===== config.mk =====
export PLATFORM = sky130hd
export DESIGN_NAME = seven_seg_capture_flat
export DESIGN_NICKNAME = d
export VERILOG_FILES = /design/src/rtl/seven_seg_capture_pkg.sv /design/src/rtl/seven_seg_capture_if.sv /design/src/rtl/seven_seg_glyph_decode.sv /design/src/rtl/seven_seg_capture.sv /design/src/flat_wrapper.sv
export SDC_FILE = /design/constraint.sdc
export NUM_CORES = 1
export LEC_CHECK = 0
export BUFFER_PORTS_ARGS = -buffer_cell sky130_fd_sc_hd__buf_4
export CELL_PAD_IN_SITES_DETAIL_PLACEMENT = 2
export CELL_PAD_IN_SITES_GLOBAL_PLACEMENT = 2
export CORE_MARGIN = 8
export CORE_UTILIZATION = 37
export DETAILED_ROUTE_END_ITERATION = 8
export PLACE_DENSITY_LB_ADDON = 0.1
export RECOVER_POWER = 50
export SETUP_SLACK_MARGIN = 0.02
export SLEW_MARGIN = 40
export SYNTH_ARGS = -nofsm -noshare
export SYNTH_HDL_FRONTEND = slang
export SYNTH_SLANG_ARGS = --single-unit

===== constraint.sdc =====
create_clock -name clk_i -period 2.5 [get_ports clk_i]
set_input_delay 0.5 -clock clk_i [delete_from_list [all_inputs] [get_ports clk_i]]
set_output_delay 0.5 -clock clk_i [all_outputs]
set_load 0.1 [all_outputs]

===== src/rtl/seven_seg_capture_pkg.sv =====
// seven_seg_capture_pkg
// Shared definitions for both ends of the two-digit multiplexed seven-segment
// bus: the sixteen hex glyphs, the digit-slot encoding carried on the select
// bit, the capture FSM state codes, and the segment encoder the stopwatch uses
// to drive the bus.
// Ports: none (package).
package seven_seg_capture_pkg;

   localparam int NUM_GLYPHS = 16;

   // Lit segments for each hex digit, ordered gfedcba (bit0 = a). The bus
   // itself is active-low, so these are the inverted bus bits.
   localparam logic [6:0] GLYPH_TABLE [NUM_GLYPHS] = '{
      7'b0111111, 7'b0000110, 7'b1011011, 7'b1001111,
      7'b1100110, 7'b1101101, 7'b1111101, 7'b0000111,
      7'b1111111, 7'b1101111, 7'b1110111, 7'b1111100,
      7'b0111001, 7'b1011110, 7'b1111001, 7'b1110001
   };

   // Meaning of bus bit 7: which digit of the pair is currently shown.
   typedef enum logic {
      SLOT_MSB = 1'b0,
      SLOT_LSB = 1'b1
   } slot_e;

   // Capture FSM state codes.
   localparam logic [1:0] ST_WAIT_EDGE = 2'd0;
   localparam logic [1:0] ST_SETTLE    = 2'd1;
   localparam logic [1:0] ST_CAPTURE   = 2'd2;

   // Encoder used by the stopwatch: nibble to active-low bus segments.
   function automatic logic [6:0] encodeSegments(input logic [3:0] nibble);
      return ~GLYPH_TABLE[nibble];
   endfunction

endpackage


===== src/rtl/seven_seg_capture_if.sv =====
// seven_seg_capture_if
// Groups the multiplexed segment bus and the reassembled-value outputs.
// Signals:
//   seg   - [6:0] active-low segments a..g, [7] digit select (1 = LSB digit)
//   value - last published {msb_nibble, lsb_nibble}
//   valid - one-cycle strobe when value updates
//   err   - one-cycle strobe when a settled pattern is not a hex glyph
//   stale - level, bus has stopped multiplexing
// Modports: master drives the bus and observes results; slave is the decoder.
interface seven_seg_capture_if;

   logic [7:0] seg;
   logic [7:0] value;
   logic       valid;
   logic       err;
   logic       stale;

   modport master (
      output seg,
      input  value,
      input  valid,
      input  err,
      input  stale
   );

   modport slave (
      input  seg,
      output value,
      output valid,
      output err,
      output stale
   );

endinterface


===== src/rtl/seven_seg_glyph_decode.sv =====
// seven_seg_glyph_decode
// Combinational lookup of a lit-segment pattern (gfedcba, active-high) back
// to its hex nibble.
// Ports:
//   seg_i    - 7-bit lit-segment pattern
//   ok_o     - pattern matches one of the sixteen glyphs
//   nibble_o - matching hex value (0 when ok_o is low)
module seven_seg_glyph_decode
   import seven_seg_capture_pkg::*;
(
   input  logic [6:0] seg_i,
   output logic       ok_o,
   output logic [3:0] nibble_o
);

   // Search the shared glyph table; the glyphs are all distinct so at most one
   // entry can match.
   always_comb begin
      ok_o     = 1'b0;
      nibble_o = 4'd0;
      for (int i = 0; i < NUM_GLYPHS; i++) begin
         if (seg_i == GLYPH_TABLE[i]) begin
            ok_o     = 1'b1;
            nibble_o = 4'(i);
         end
      end
   end

endmodule


===== src/rtl/seven_seg_capture.sv =====
// seven_seg_capture
// Receive-side decoder for the two-digit multiplexed seven-segment bus.
// Synchronizes the bus, waits for each digit to hold steady, decodes it and
// publishes the reassembled byte once both digits have been seen.
// Ports:
//   clk_i  - clock
//   rst_i  - synchronous active-high reset
//   bus_if - slave side of seven_seg_capture_if (seg in; value/valid/err/stale out)
// Parameters:
//   SETTLE_CYCLES  - cycles a pattern must hold before capture (>= 2)
//   TIMEOUT_CYCLES - cycles without a select edge before the bus is stale
module seven_seg_capture
   import seven_seg_capture_pkg::*;
#(
   parameter int SETTLE_CYCLES  = 4,
   parameter int TIMEOUT_CYCLES = 4096
) (
   input logic                clk_i,
   input logic                rst_i,
   seven_seg_capture_if.slave bus_if
);

   localparam int SW = $clog2(SETTLE_CYCLES + 1);
   localparam int TW = $clog2(TIMEOUT_CYCLES + 1);
   localparam logic [SW-1:0] SETTLE_ONE   = SW'(1);
   localparam logic [SW-1:0] SETTLE_LAST  = SW'(SETTLE_CYCLES - 1);
   localparam logic [TW-1:0] TIMEOUT_MAX  = TW'(TIMEOUT_CYCLES);
   localparam logic [TW-1:0] TIMEOUT_LAST = TW'(TIMEOUT_CYCLES - 1);

   logic [7:0]    segMeta_q, segSync_q, segPrev_q;
   logic [1:0]    state_q, state_d;
   logic [SW-1:0] settleCnt_q, settleCnt_d;
   logic [TW-1:0] idleCnt_q, idleCnt_d;
   logic [3:0]    msbNibble_q, msbNibble_d;
   logic [3:0]    lsbNibble_q, lsbNibble_d;
   logic          haveMsb_q, haveMsb_d;
   logic          haveLsb_q, haveLsb_d;
   logic [7:0]    value_q, value_d;
   logic          valid_q, valid_d;
   logic          capErr_q, capErr_d;
   logic          err_q, err_d;
   logic          stale_q, stale_d;

   logic          selEdge;
   logic          busStable;
   logic          timeoutHit;
   logic          decOk;
   logic [3:0]    decNibble;
   logic [6:0]    decSegments;

   // segPrev_q is the settled pattern by the time CAPTURE runs, so decoding it
   // stays correct even when the next digit already arrives in that cycle.
   assign decSegments = ~segPrev_q[6:0];
   assign selEdge     = segSync_q[7] ^ segPrev_q[7];
   assign busStable   = (segSync_q == segPrev_q);
   assign timeoutHit  = !selEdge && (idleCnt_q == TIMEOUT_LAST);

   seven_seg_glyph_decode uDecode (
      .seg_i    (decSegments),
      .ok_o     (decOk),
      .nibble_o (decNibble)
   );

   // Two-flop synchronizer plus a one-cycle history of the synchronized bus.
   // These are pure data-path flops and are left out of reset so that a
   // reset never fabricates a select edge from a bus that is simply being held.
   always_ff @(posedge clk_i) begin
      segMeta_q <= bus_if.seg;
      segSync_q <= segMeta_q;
      segPrev_q <= segSync_q;
   end

   // Next-state logic. Publishing runs first so a capture in the same cycle can
   // still set its flag; the timeout runs last because it must win over both.
   // The FSM enters CAPTURE in the same step the stable count reaches
   // SETTLE_CYCLES, and a select edge seen while in CAPTURE starts the next
   // digit directly so back-to-back digits are not lost.
   always_comb begin
      state_d     = state_q;
      settleCnt_d = settleCnt_q;
      idleCnt_d   = idleCnt_q;
      msbNibble_d = msbNibble_q;
      lsbNibble_d = lsbNibble_q;
      haveMsb_d   = haveMsb_q;
      haveLsb_d   = haveLsb_q;
      value_d     = value_q;
      valid_d     = 1'b0;
      capErr_d    = 1'b0;
      err_d       = capErr_q;
      stale_d     = stale_q;

      if (selEdge) begin
         idleCnt_d = '0;
      end else if (idleCnt_q != TIMEOUT_MAX) begin
         idleCnt_d = idleCnt_q + TW'(1);
      end

      if (haveMsb_q && haveLsb_q) begin
         value_d   = {msbNibble_q, lsbNibble_q};
         valid_d   = 1'b1;
         haveMsb_d = 1'b0;
         haveLsb_d = 1'b0;
         stale_d   = 1'b0;
      end

      case (state_q)
         ST_WAIT_EDGE: begin
            if (selEdge) begin
               state_d     = ST_SETTLE;
               settleCnt_d = SETTLE_ONE;
            end
         end
         ST_SETTLE: begin
            if (!busStable) begin
               settleCnt_d = SETTLE_ONE;
            end else if (settleCnt_q == SETTLE_LAST) begin
               settleCnt_d = settleCnt_q + SW'(1);
               state_d     = ST_CAPTURE;
            end else begin
               settleCnt_d = settleCnt_q + SW'(1);
            end
         end
         ST_CAPTURE: begin
            if (slot_e'(segPrev_q[7]) == SLOT_LSB) begin
               lsbNibble_d = decOk ? decNibble : lsbNibble_q;
               haveLsb_d   = decOk;
            end else begin
               msbNibble_d = decOk ? decNibble : msbNibble_q;
               haveMsb_d   = decOk;
            end
            capErr_d = !decOk;
            if (selEdge) begin
               state_d     = ST_SETTLE;
               settleCnt_d = SETTLE_ONE;
            end else begin
               state_d     = ST_WAIT_EDGE;
               settleCnt_d = '0;
            end
         end
         default: begin
            state_d     = ST_WAIT_EDGE;
            settleCnt_d = '0;
         end
      endcase

      if (timeoutHit) begin
         stale_d     = 1'b1;
         haveMsb_d   = 1'b0;
         haveLsb_d   = 1'b0;
         state_d     = ST_WAIT_EDGE;
         settleCnt_d = '0;
      end
   end

   // Control and output registers with synchronous reset.
   always_ff @(posedge clk_i) begin
      if (rst_i) begin
         state_q     <= ST_WAIT_EDGE;
         settleCnt_q <= '0;
         idleCnt_q   <= '0;
         msbNibble_q <= 4'd0;
         lsbNibble_q <= 4'd0;
         haveMsb_q   <= 1'b0;
         haveLsb_q   <= 1'b0;
         value_q     <= 8'h00;
         valid_q     <= 1'b0;
         capErr_q    <= 1'b0;
         err_q       <= 1'b0;
         stale_q     <= 1'b0;
      end else begin
         state_q     <= state_d;
         settleCnt_q <= settleCnt_d;
         idleCnt_q   <= idleCnt_d;
         msbNibble_q <= msbNibble_d;
         lsbNibble_q <= lsbNibble_d;
         haveMsb_q   <= haveMsb_d;
         haveLsb_q   <= haveLsb_d;
         value_q     <= value_d;
         valid_q     <= valid_d;
         capErr_q    <= capErr_d;
         err_q       <= err_d;
         stale_q     <= stale_d;
      end
   end

   assign bus_if.value = value_q;
   assign bus_if.valid = valid_q;
   assign bus_if.err   = err_q;
   assign bus_if.stale = stale_q;

endmodule


===== src/flat_wrapper.sv =====
// flat-port wrapper written by rule: the top's interface ports become plain ports
module seven_seg_capture_flat import seven_seg_capture_pkg::*;
#(
   parameter int SETTLE_CYCLES  = 4,
   parameter int TIMEOUT_CYCLES = 4096
)
  (clk_i, rst_i, bus_if_seg, bus_if_value, bus_if_valid, bus_if_err, bus_if_stale);
  seven_seg_capture_if bus_if_i ();
  input logic clk_i;
  input logic rst_i;
  input wire logic [$bits(bus_if_i.seg)-1:0] bus_if_seg;
  output wire logic [$bits(bus_if_i.value)-1:0] bus_if_value;
  output wire logic [$bits(bus_if_i.valid)-1:0] bus_if_valid;
  output wire logic [$bits(bus_if_i.err)-1:0] bus_if_err;
  output wire logic [$bits(bus_if_i.stale)-1:0] bus_if_stale;
  assign bus_if_i.seg = bus_if_seg;
  assign bus_if_value = bus_if_i.value;
  assign bus_if_valid = bus_if_i.valid;
  assign bus_if_err = bus_if_i.err;
  assign bus_if_stale = bus_if_i.stale;
  seven_seg_capture #(.SETTLE_CYCLES(SETTLE_CYCLES), .TIMEOUT_CYCLES(TIMEOUT_CYCLES)) u_core (.clk_i(clk_i), .rst_i(rst_i), .bus_if(bus_if_i));
endmodule

==> impl_metrics.tcl <==
set metrics [dict create \
    outcome "finished, final reports clean" \
    drc 0 \
    syn_inst 272 \
    grt_overflow 0 \
    nets 309 \
    first_pass_iters 5 \
    clock_latency_ns 0.33 \
    post-route-min-period_ns 2.276 \
    grt_use_total_pct 13.27 \
    routabilityCongestion 0.7656 \
    vias_per_cell 5.104 \
    ys_warn_count 0 \
    synthDistinctLibCells 49 \
    finalMaxSlewViolations 0 \
    detailed_place_hpwl_microns 4291 \
    setup-tns-final_ns 0 \
    cts.sinks 64 \
    drive_gt1_share_pct 17.33 \
    initial_core_util_pct 38.41 \
    die_h_microns 100.2 \
    met1_usage_pct 15.63 \
    async_flop_share_pct 0 \
    setup_viol 0 \
    io-pin-count 21 \
    drtIter0Drc 48 \
    pre_cts_slack_ns 0.2589 \
    ys_seq_area_share_pct 48.83 \
    vdd_drop_max_uv 412.3 \
    grt_pass1_vias 2133 \
    portBuffers 20 \
    relSlewSlack_pct 22.01 \
    path_buf_inv 0 \
    synth_common_cells "dfxtp_1, nand2_1, nor2_1" \
    max_stage_delay_ns 0.57 \
    num_rows 30 \
    wl_microns 6135 \
    synth_top_area_share_pct 48.83 \
    maxCapViolCount 0 \
    cts_tree "done" \
    n_antenna_cell 0 \
    p_leak_nw 1.114 \
    drtAntennaViolNets 0 \
    use_met3_pct 3.875 \
    cts_root_buf "clkbuf_8" \
    ys.flop_type "dfxtp_1" \
    syn_avg_cell_area_sq_um 9.646 \
    path_class "flop to flop" \
    antenna_found_initial 0 \
    htree_levels 3 \
    die_x_microns 100.2 \
    grt_max_degree 26 \
    start_kind "flop" \
    clk_pin_slew_ns 0.08 \
    synth_nets 286 \
    timing.final.ws_setup_ns 0.2244 \
    rsz0062_at_grt "no" \
    hp-class "input port to flop" \
    max_freq_ghz 0.4394 \
    cts_buffer_depth 2 \
    holdBufCountCts 0 \
    grt_pass1_wl_microns 10660 \
    place_inst 380 \
    area_delta_synth_final_pct 17.17 \
    postCtsSetupBuffers 0 \
    synth_area_leaders "dfxtp_1, xor2_1, nand2_1" \
    syn_area_sq_um 2624 \
    path_cells "or4b_4 -> a2111oi_4 -> or4_4 -> o21ai_2 -> mux2_1" \
    cp_max_fo 13 \
    cts_resized 0 \
    synth_most_common_cell "dfxtp_1" \
    routedWlPerCell_microns 15.49 \
    yosysTopAreaCell "dfxtp_1" \
    powerDensity_nw_per_um2 707.7 \
    busiest_layer "met2" \
    final_cells 396 \
    dieArea_sq_um 10040 \
    synth_seq_cells 64 \
    cp_top_family "simple AND/OR/NAND/NOR gates" \
    skew_ns 0.01042 \
    worst_pin_slew_ns 1.175 \
    grt_util_met2_pct 21.90 \
    hold_violations 0 \
    synth_edf_count 0 \
    vias 2021 \
    numCtsBuffers 9 \
    arrival_ns 2.50 \
    critical_path_required_ns 2.72 \
    slowest_stage "dfxtp_1" \
    fin_crit_sh_pct 91.02 \
    endpoint_kind "flop" \
    core_sq_um 6832 \
]
-- worst paths after layout --
check                                                  from                                 end  slack (ns)  depth (start not counted)
worst min-delay path                          bus_if_seg[5]         u_core.segMeta_q[5]$_DFF_P_        0.28                          1
worst max-delay path            u_core.segPrev_q[6]$_DFF_P_  u_core.msbNibble_q[0]$_SDFFE_PP0P_        0.22                          5
worst max register to register  u_core.segPrev_q[6]$_DFF_P_  u_core.msbNibble_q[0]$_SDFFE_PP0P_        0.22                          5
worst min register to register  u_core.segMeta_q[7]$_DFF_P_         u_core.segSync_q[7]$_DFF_P_        0.33                          0
-- stage by stage --
| step | power (W) | cell area, sq um | hold WS (ns) | util [%] |
|---|---|---|---|---|
| final | 0.002176 | 3074 | 0.2837 | 45.00 |
| after global routing | 0.002269 | 3074 | 0.2615 | 45.00 |
| after CTS | 0.002214 | 3089 | 0.2417 | 45.22 |
| after detailed placement | 0.001219 | 2869 | 0.3150 | 42.00 |
| after global placement | 0.001213 | 2869 | 0.3114 | 42.00 |
| after floorplan | 0.001178 | 2624 | 0.3096 | - |
-- state kept, by name (all words and copies together), names as in the netlist, 3 cells and up --
name                 cells
u_core.bus_if.value      8
u_core.idleCnt_q        13
u_core.lsbNibble_q       4
u_core.msbNibble_q       4
u_core.segMeta_q         8
u_core.segPrev_q         8
u_core.segSync_q         8
u_core.settleCnt_q       3
-- cell type report --
type,instances,area [sq um]
Timing Repair Buffer,25,172.7
Inverter,3,11.26
Clock inverter,6,92.59
Tap cell,96,120.1
Fill cell,752,3757
Sequential cell,64,1281
Clock buffer,10,127.6
Multi-Input combinational cell,192,1269
-- cell families (layout without fill, tap and decap cells) --
family / count (synthesis) / in the layout / synth area share, %
and+or+nand+nor: 121 / 121 / 25.61
DFF: 64 / 64 / 48.83
adders and majority gates: 4 / 4 / 1.908
buffers and inverters: 16 / 44 / 2.814
AOI/OAI and AO/OA: 38 / 38 / 10.54
xor gates and xnor gates: 21 / 21 / 7.010
muxes: 8 / 8 / 3.290
-- metal layers --
layer	share of wire [%]	routed length, microns	vias to the layer above
met4	1.2	76	0
met2	49	3025	24
met1	46	2842	993
met3	3.1	191	6
met5	0	0	-
li1	-	-	998
-- placed cells by master (no fill, tap or decap), types with 4 or more instances in the layout --
| cell | instances |
|---|---|
| nand4_1 | 4 |
| clkbuf_1 | 5 |
| a21oi_1 | 17 |
| nor2b_1 | 11 |
| or2_2 | 4 |
| nand2b_1 | 9 |
| clkbuf_8 | 9 |
| nand3_1 | 9 |
| nand2_1 | 26 |
| ha_1 | 4 |
| nor4_1 | 5 |
| buf_4 | 13 |
| nor3_1 | 4 |
| xor2_1 | 12 |
| xnor2_1 | 9 |
| dfxtp_1 | 64 |
| clkbuf_4 | 8 |
| nor2_1 | 24 |
| mux2_1 | 4 |
-- power breakdown --
group	internal (W)	switching, W
registers	0.00105	0.0000359
logic	0.0000545	0.0000579
clock network	0.000567	0.000415
Note: power is estimated with default switching activity, not from simulation.
